## src/rtl/ssram_arbiter.sv

```systemverilog
// ssram_arbiter: two-master round-robin arbiter in front of the single-port SSRAM controller
// A grant is held until the controller acks, then re-arbitration waits for that ack to drop.
module ssram_arbiter #(
    parameter int AW = 32,
    parameter int DW = 32
) (
    input  logic          clk_i,
    input  logic          rst_ni,
    input  logic          m0_cs_i,
    input  logic          m0_we_i,
    input  logic [AW-1:0] m0_adr_i,
    input  logic [DW-1:0] m0_dat_i,
    output logic          m0_ack_o,
    input  logic          m1_cs_i,
    input  logic          m1_we_i,
    input  logic [AW-1:0] m1_adr_i,
    input  logic [DW-1:0] m1_dat_i,
    output logic          m1_ack_o,
    output logic [DW-1:0] m_dat_o,
    output logic          s_cs_o,
    output logic          s_we_o,
    output logic [AW-1:0] s_adr_o,
    output logic [DW-1:0] s_dat_o,
    input  logic [DW-1:0] s_dat_i,
    input  logic          s_ack_i,
    output logic          busy_o,
    output logic          gnt_o
);
    typedef enum logic [1:0] {IDLE, BUSY, DONE, RECOVER} state_e;
    state_e          state_q, state_d;
    logic            s_cs_q, s_cs_d, s_we_q, s_we_d;
    logic [AW-1:0]   s_adr_q, s_adr_d;
    logic [DW-1:0]   s_dat_q, s_dat_d, m_dat_q, m_dat_d;
    logic            m0_ack_q, m0_ack_d, m1_ack_q, m1_ack_d, gnt_q, gnt_d;
    logic            req, pick, grant, done;

    assign req   = m0_cs_i | m1_cs_i;
    // On a tie the master not served last wins; gnt_q doubles as last_gnt.
    assign pick  = (m0_cs_i & m1_cs_i) ? ~gnt_q : m1_cs_i;
    assign grant = (state_q == IDLE) & req;
    assign done  = (state_q == BUSY) & s_ack_i;

    always_ff @(posedge clk_i) begin
        if (!rst_ni) begin
            state_q  <= IDLE;
            s_cs_q   <= 1'b0;
            s_we_q   <= 1'b0;
            s_adr_q  <= '0;
            s_dat_q  <= '0;
            m_dat_q  <= '0;
            m0_ack_q <= 1'b0;
            m1_ack_q <= 1'b0;
            gnt_q    <= 1'b1;
        end else begin
            state_q  <= state_d;
            s_cs_q   <= s_cs_d;
            s_we_q   <= s_we_d;
            s_adr_q  <= s_adr_d;
            s_dat_q  <= s_dat_d;
            m_dat_q  <= m_dat_d;
            m0_ack_q <= m0_ack_d;
            m1_ack_q <= m1_ack_d;
            gnt_q    <= gnt_d;
        end
    end

    // RECOVER holds off the next grant until a stale controller ack has cleared.
    always_comb begin
        state_d = state_q;
        case (state_q)
            IDLE:    state_d = req ? BUSY : IDLE;
            BUSY:    state_d = s_ack_i ? DONE : BUSY;
            DONE:    state_d = RECOVER;
            RECOVER: state_d = s_ack_i ? RECOVER : IDLE;
            default: state_d = IDLE;
        endcase
    end

    always_comb begin
        s_cs_d   = grant ? 1'b1 : (done ? 1'b0 : s_cs_q);
        s_we_d   = grant ? (pick ? m1_we_i : m0_we_i) : s_we_q;
        s_adr_d  = grant ? (pick ? m1_adr_i : m0_adr_i) : s_adr_q;
        s_dat_d  = grant ? (pick ? m1_dat_i : m0_dat_i) : s_dat_q;
        gnt_d    = grant ? pick : gnt_q;
        m_dat_d  = (done & ~s_we_q) ? s_dat_i : m_dat_q;
        m0_ack_d = done & ~gnt_q;
        m1_ack_d = done & gnt_q;
    end

    assign s_cs_o   = s_cs_q;
    assign s_we_o   = s_we_q;
    assign s_adr_o  = s_adr_q;
    assign s_dat_o  = s_dat_q;
    assign m_dat_o  = m_dat_q;
    assign m0_ack_o = m0_ack_q;
    assign m1_ack_o = m1_ack_q;
    assign gnt_o    = gnt_q;
    assign busy_o   = (state_q != IDLE);
endmodule

```

## config.mk

```make
export PLATFORM = sky130hd
export DESIGN_NAME = ssram_arbiter
export DESIGN_NICKNAME = d
export VERILOG_FILES = /design/src/rtl/ssram_arbiter.sv
export SDC_FILE = /design/constraint.sdc
export NUM_CORES = 1
export LEC_CHECK = 0
export BUFFER_PORTS_ARGS = -buffer_cell sky130_fd_sc_hd__buf_2
export CORE_ASPECT_RATIO = 1.5
export CORE_MARGIN = 2
export CORE_UTILIZATION = 40
export CTS_BUF_LIST = sky130_fd_sc_hd__clkbuf_2
export CTS_CLUSTER_DIAMETER = 60
export DETAILED_ROUTE_END_ITERATION = 12
export PLACE_DENSITY_LB_ADDON = 0.12
export SLEW_MARGIN = 20
export SYNTH_ARGS = -nofsm -noshare
export SYNTH_HDL_FRONTEND = slang
export SYNTH_SLANG_ARGS = --single-unit
```

## constraint.sdc

```tcl
create_clock -name clk_i -period 2.8 [get_ports clk_i]
set_clock_uncertainty 0.05 [all_clocks]
set_input_delay 0.28 -clock clk_i [delete_from_list [all_inputs] [get_ports clk_i]]
set_output_delay 0.28 -clock clk_i [all_outputs]
set_load 0.05 [all_outputs]
```

### Word-level counts from Yosys, hierarchy flattened

Cells that the tools add are included.

* register bits after elaboration: 103
* input port bits: 167
* output and inout bits: 102
* word-level logic and storage cells: 34

* eq/ne operators: 3
* muxes and demuxes: 10
* bitwise gates (word level): 9
* reduce and logical (&&, ||, !) cells: 3

Operators with widths (number)
* $mux 32: 2
* $pmux 2 s4: 1
* $and 1x1->1: 6
* $mux 1: 5
* $eq 2x2->1 const B: 2
* $mux 2: 2
* $reduce_bool 2->1: 2
* $eq 2x1->1 const B: 1
* $logic_not 2->1: 1
* $not 1->1: 2
* $or 1x1->1: 1

### Logic depth before layout (Yosys ltp)

Gate-level depths: netlist of the first run.

* word-level depth: 4
* mapped depth: 6
* mapped depth without buffers: 4

### Worst setup path before layout of the first run

OpenSTA, ideal clock, no wires.

* path kind: register to register
* start: register gnt_q (netlist: gnt_o)
* end: register s_adr_q[0] (netlist: s_adr_o[0])
* setup time: 89 ps
* arrival: 1461 ps
* data required time: 2661 ps
* path slack: 1200 ps
* stages on the path, launching flop included: 6
* period minus slack after synthesis: 1600 ps
* cell sequence: dfxtp_1 > a21bo_1 > buf_6 > buf_2 > nand2_1 > a311oi_2

* word-level cells in the longest chain between the ends: 3

Ends and longest elaborated chain
* from (decl): RTL line 34 `logic m0_ack_q, m0_ack_d, m1_ack_q, m1_ack_d, gnt_q, gnt_d;`
* from (signal assigned): RTL line 63 `gnt_q <= gnt_d;`
* $not 1->1: RTL line 39 `assign pick = (m0_cs_i & m1_cs_i) ? ~gnt_q : m1_cs_i;`
* $mux 1: RTL line 39
* $mux 32: RTL line 82 `s_adr_d = grant ? (pick ? m1_adr_i : m0_adr_i) : s_adr_q;`
* to (signal assigned): RTL line 58 `s_adr_q <= s_adr_d;`
* to (decl): RTL line 32 `logic [AW-1:0] s_adr_q, s_adr_d;`

Every way passes these cells.
A chain may end at the register's enable or synchronous reset.

### Final worst setup path of the first run

* start: register gnt_q (netlist: gnt_o)
* end: register s_adr_q[15] (netlist: s_adr_o[15])

The elaborated chain is that of the path after synthesis.

==> impl_metrics.yaml, run 1 <==
timing:
  min_period_ps: 2527
  rsz0062_at_grt: "false"
  drv_slew: 0
  timing.hold.ws_ps: 130.5
  setup_viol: 0
  final-hold-violation-count: 0
  worst_pin_slew_ps: 768.9
  fin_setup_tns_ps: 0
  slew_headroom_pct: 48.74
  clock.fmax_ghz: 0.3958
  worst_slack_ps: 273.5
  finalCritPeriodShare_pct: 90.23
floorplanning:
  ios: 269
  num_rows: 48
  dieWidth_um: 92.50
  die-area_um2: 12650
  die_y_um: 136.8
  initial_core_util_pct: 40.97
  core-area_um2: 11470
clock_network:
  postCtsResizedCells: 0
  cts_tree: "yes"
  clockRootBuffer: "clkbuf_2"
  postCtsSetupRepairBufs: 0
  cts.clk_slew.worst_paths_ps: 260
  clkLatencyLatePin_ps: 550
  htree_levels: 3
  cts_sinks: 103
  cts_buffer_depth: 2
  numCtsBuffers: 9
drt:
  vias_per_cell: 5.094
  antenna_left: 0
  dr.pass1.iters: 4
  drt-initial-drc-count: 188
  drc: 0
  vias: 5552
  wl_per_cell_um: 15.00
  wl_mm: 16.36
run:
  max_cap_violations: 0
cells_and_area:
  fillCellCount: 938
  nets: 1100
  final_cell_area_um2: 7799
  area_growth_pct: 65.95
  drive_gt1_share_pct: 37.53
synth:
  ys_seq_area_share_pct: 43.88
  synth.distinct_cells: 27
  synth-seq-cells: 103
  synthesis.area_um2: 4700
  syn_area_per_cell_um2: 8.751
  syn_inst: 537
  yosys_warnings: 0
  synth_nets: 704
place:
  dpl_cell_area_um2: 5998
  post-place-ws_ps: 945.7
  hpwl_mm: 10.25
  port_buffers: 268
  gp_congestion: 0.7843
critical_path:
  crit_arrival_ps: 2980
  cp-start-kind: "register"
  slowest_stage: "dlygate4sd3_1"
  critPathRequiredTime_ps: 3260
  max_stage_delay_ps: 620
  crit_fanout: 38
  crit_chain: "a21bo_2 > buf_12 > nand2_1 > a311oi_1 > dlygate4sd3_1"
  r2r_slack_ps: 270
  crit_type: "register to register"
  crit_path_end_kind: "register"
run_status:
  status: "completed"
min_path:
  min_path_type: "primary input to register"
global_route:
  grt_max_degree: 67
  globalRoute.totalOverflow: 0
  grt_pass1_wl_mm: 25.22
  grt.total_usage_pct: 24.67
  antenna_found_initial: 1
  first_global_vias: 5443
power:
  netSwitchingPower_mw: 1.774
  vdd_ir_drop_max_uv: 299.4
  power_frac_comb_pct: 41.4
  p_clk_share_pct: 19.9
  p_sw_share_pct: 39.63
  p_per_area_nw_per_um2: 573.9
  seqPwrFrac_pct: 38.7
  p_leak_nw: 3.641
  p_int_mw: 2.702
metrics by stage:
| stage | util (%) | total power [mW] | cells |
|---|---|---|---|
| global placement | 52.29 | 3.285 | 909 |
| CTS | 67.94 | 4.489 | 1088 |
| finish | 67.99 | 4.475 | 1090 |
| floorplan | - | 2.938 | 537 |
| detailed placement | 52.29 | 3.311 | 909 |
| global route | 67.96 | 4.689 | 1089 |
layout make-up:
| type | count | area (µm²) | area share, % |
|---|---|---|---|
| Sequential cell | 103 | 2062 | 26.44 |
| Tap cell | 150 | 187.7 | 2.407 |
| Antenna cell | 2 | 5.005 | 0.06417 |
| Multi-Input combinational cell | 376 | 2298 | 29.47 |
| Clock inverter | 7 | 118.9 | 1.524 |
| Clock buffer | 9 | 45.04 | 0.5776 |
| Inverter | 2 | 8.758 | 0.1123 |
| Timing Repair Buffer | 441 | 3073 | 39.40 |
flip-flops by register name, summed over array words and instances (netlist names), named ones only:
name / count
m1_ack_o: 1
state_q: 1
s_dat_o: 32
s_cs_o: 1
s_we_o: 1
m0_ack_o: 1
m_dat_o: 32
s_adr_o: 32
gnt_o: 1
critical path, delay by kind of cell, from the launching register on:
family	cells	cell delay [ps]
AOI/OAI and AO/OA	2	930
buffers and inverters	2	910
DFF	1	510
and+or+nand+nor	1	80
routing by layer:
metal / share of wire, % / wire, µm / track usage [%]
met3: 6.2 / 1010 / 5.176
met4: 3.9 / 637 / 12.19
met5: 0 / 0 / 0
met2: 51 / 8388 / 44.36
met1: 39 / 6319 / 27.36
cell usage after synthesis:
library cell	instances	area, µm²
nand3_1	32	160.2
buf_4	12	90.09
buf_2	18	90.09
a311oi_2	51	765.7
or2_4	1	8.760
a311oi_1	14	122.6
nor4b_1	1	8.760
buf_1	3	11.26
clkbuf_1	11	41.29
dfxtp_1	103	2062
a21bo_1	1	10.01
xnor2_1	1	8.760
clkbuf_2	3	15.01
nor2_4	1	11.26
a21oi_1	68	340.3
nand2_1	164	615.6
o211ai_1	1	7.510
nor4_1	1	6.260
nor2b_1	1	6.260
nor2_2	1	6.260
buf_6	9	101.4
nand4bb_1	1	11.26
inv_2	2	7.510
nor2_1	1	3.750
a21boi_2	1	11.26
o21ai_0	34	170.2
nand2b_1	1	6.260
cell usage in the layout (no fill, tap or decap), types with 3 or more instances in the layout:
master         Yosys  routed
a21oi_1           68      68
a311oi_1          14      14
a311oi_2          51      51
buf_2             18     268
buf_4             12       8
bufinv_16          0       3
clkbuf_2           3       9
dfxtp_1          103     103
dlygate4sd3_1      0     163
nand2_1          164     164
nand3_1           32      32
o21ai_0           34      34
cells by family after synthesis:
logic type                count (synthesis)  share of synthesized area, %
buffers and inverters                    58                         7.588
xor gates and xnor gates                  1                        0.1864
and+or+nand+nor                         205                         17.97
DFF                                     103                         43.88
AOI/OAI and AO/OA                       170                         30.38
what timing repair did:
action                                 CTS  global route
hold buffers                           163             0
endpoints found under the hold margin  101             0
setup endpoints to repair                0             0
worst paths after layout:
| check | startpoint | end | depth (start not counted) |
|---|---|---|---|
| hold / removal | m1_cs_i | gnt_o | 4 |
| hold reg to reg | m_dat_o[25] | m_dat_o[25] | 2 |
| setup / recovery | gnt_o | s_adr_o[15] | 5 |
| setup reg to reg | gnt_o | s_adr_o[15] | 5 |
power by group through the flow:
stage / Sequential, mW / Combinational, mW / Clock [mW]
2_1_floorplan: 2.32 / 0.620 / 0
3_3_place_gp: 1.75 / 1.53 / 0
3_5_place_dp: 1.76 / 1.55 / 0
4_1_cts: 1.73 / 1.84 / 0.923
5_1_grt: 1.75 / 1.96 / 0.975
6_report: 1.73 / 1.85 / 0.891
Note: power is estimated with default switching activity, not from simulation.
==> inputs of run 2 (changes only) <==
CORE_UTILIZATION = 45   (was 40)
CTS_BUF_LIST = sky130_fd_sc_hd__clkbuf_4   (was sky130_fd_sc_hd__clkbuf_2)
==> impl_metrics.yaml, run 2 (synthesis results as in run 1) <==
run_status:
  status: "completed"
floorplanning:
  die-area_um2: 11290
  num_rows: 45
  initial_core_util_pct: 46.37
  die_y_um: 129.2
  core-area_um2: 10130
  ios: 269
  dieWidth_um: 87.44
power:
  seqPwrFrac_pct: 42.6
  p_clk_share_pct: 19.0
  vdd_ir_drop_max_uv: 323.2
  p_leak_nw: 2.929
  netSwitchingPower_mw: 1.705
  p_per_area_nw_per_um2: 642.4
  p_sw_share_pct: 41.92
  power_frac_comb_pct: 38.4
  p_int_mw: 2.362
clock_network:
  numCtsBuffers: 9
  clockRootBuffer: "clkbuf_4"
  postCtsSetupRepairBufs: 0
  cts_sinks: 103
  htree_levels: 3
  postCtsResizedCells: 0
  cts.clk_slew.worst_paths_ps: 170
  clkLatencyLatePin_ps: 430
  cts_tree: "yes"
  cts_buffer_depth: 2
global_route:
  grt_pass1_wl_mm: 21.56
  globalRoute.totalOverflow: 0
  grt_max_degree: 67
  antenna_found_initial: 1
  first_global_vias: 4640
  grt.total_usage_pct: 23.79
cells_and_area:
  drive_gt1_share_pct: 44.11
  seqCellArea_um2: 2062
  layout.cells.most_common: "buf_2"
  fillCellCount: 935
  nets: 960
  layout_common_cells: "buf_2 (268), nand2_1 (164), dfxtp_1 (103)"
  area_growth_pct: 34.72
  multiInputGateArea_um2: 2298
timing:
  min_period_ps: 1827
  drv_slew: 0
  worst_pin_slew_ps: 777.9
  clock.fmax_ghz: 0.5472
  finalCritPeriodShare_pct: 65.27
  rsz0062_at_grt: "false"
  slew_headroom_pct: 48.14
  setup_viol: 0
  worst_slack_ps: 972.5
  fin_setup_tns_ps: 0
  final-hold-violation-count: 0
critical_path:
  r2r_end: "m_dat_o[8]"
  critPathRequiredTime_ps: 3090
  r2r_slack_ps: 970
  crit_fanout: 40
  cp-start-kind: "register"
  crit_arrival_ps: 2120
  crit_end: "m_dat_o[8]"
  crit_path_end_kind: "register"
  crit_type: "register to register"
  reg2reg_depth: 4
drt:
  antenna_left: 0
  wl_mm: 14.19
  vias: 4902
  vias_per_cell: 5.352
  wl_per_cell_um: 15.49
  drt-initial-drc-count: 246
  drc: 0
  dr.pass1.iters: 5
run:
  max_cap_violations: 0
place:
  post-place-ws_ps: 966.6
  port_buffers: 268
  hpwl_mm: 9.655
  gp_congestion: 0.8184
min_path:
  min_path_cells: 3
  min_path_type: "primary input to register"
[run 2: cell count changes in the layout (fill, tap and decap cells not counted)]
cell           before  now
clkinvlp_4          1    3
diode_2             2    1
bufinv_16           3    1
clkinv_2            1    3
buf_4               8    7
clkbuf_2            9    0
clkinv_1            1    0
inv_6               2    1
dlygate4sd3_1     163   24
clkbuf_4            0    9
[run 2: final cells by class]
cell class	count	share of cell area, %
clock inverter	7	1.126
tap	117	2.312
sequential	103	32.57
antenna	1	0.03953
inverter	2	0.1383
clock buffer	9	1.067
timing repair buffer	301	26.44
multi-input combinational	376	36.30
[run 2: through the flow]
stage	utilization (%)	hold WS (ps)	instance area (µm²)	instances	total power, mW
after floorplan	-	369.9	4700	537	2.938
after global placement	58.70	398.0	5949	875	3.282
after detailed placement	58.70	406.5	5949	875	3.306
after CTS	62.44	0.1514	6329	915	4.095
after global routing	62.47	9.245	6331	916	4.270
final	62.47	28.51	6331	916	4.067
[run 2: routing by layer]
layer / vias up / GRT usage [%] / part of all wire [%]
met5: - / 0 / 0
met4: 0 / 11.86 / 2.6
met3: 24 / 5.605 / 7.2
met2: 198 / 41.09 / 53
met1: 2255 / 27.03 / 37
li1: 2425 / - / -
[run 2: how the worst min path moves through the flow]
stage                       startpoint          end  slack, ps
after floorplan             s_dat_i[0]   m_dat_o[0]        370
after CTS                   s_dat_i[9]   m_dat_o[9]        0.2
after detailed placement   m_dat_o[24]  m_dat_o[24]        410
after global routing      m1_adr_i[16]  s_adr_o[16]          9
after global placement     m_dat_o[21]  m_dat_o[21]        400
final                       s_dat_i[9]   m_dat_o[9]         30
[run 2: repair_timing]
action / in CTS / in global routing
hold buffers: 24 / 0
endpoints found under the hold margin: 24 / 0
setup endpoints to repair: 0 / 0
[run 2: critical path: stages (launching register included)]
cell	delay, ps
dfxtp_1	420
nand4bb_2	610
buf_4	430
nand3_1	120
o21ai_0	100
[run 2: power by group through the flow]
stage               combinational (mW)  clock (mW)  sequential (mW)
floorplan                        0.620           0             2.32
global placement                  1.52           0             1.76
detailed placement                1.54           0             1.76
CTS                               1.57       0.794             1.73
global route                      1.66       0.856             1.75
finish                            1.56       0.773             1.73
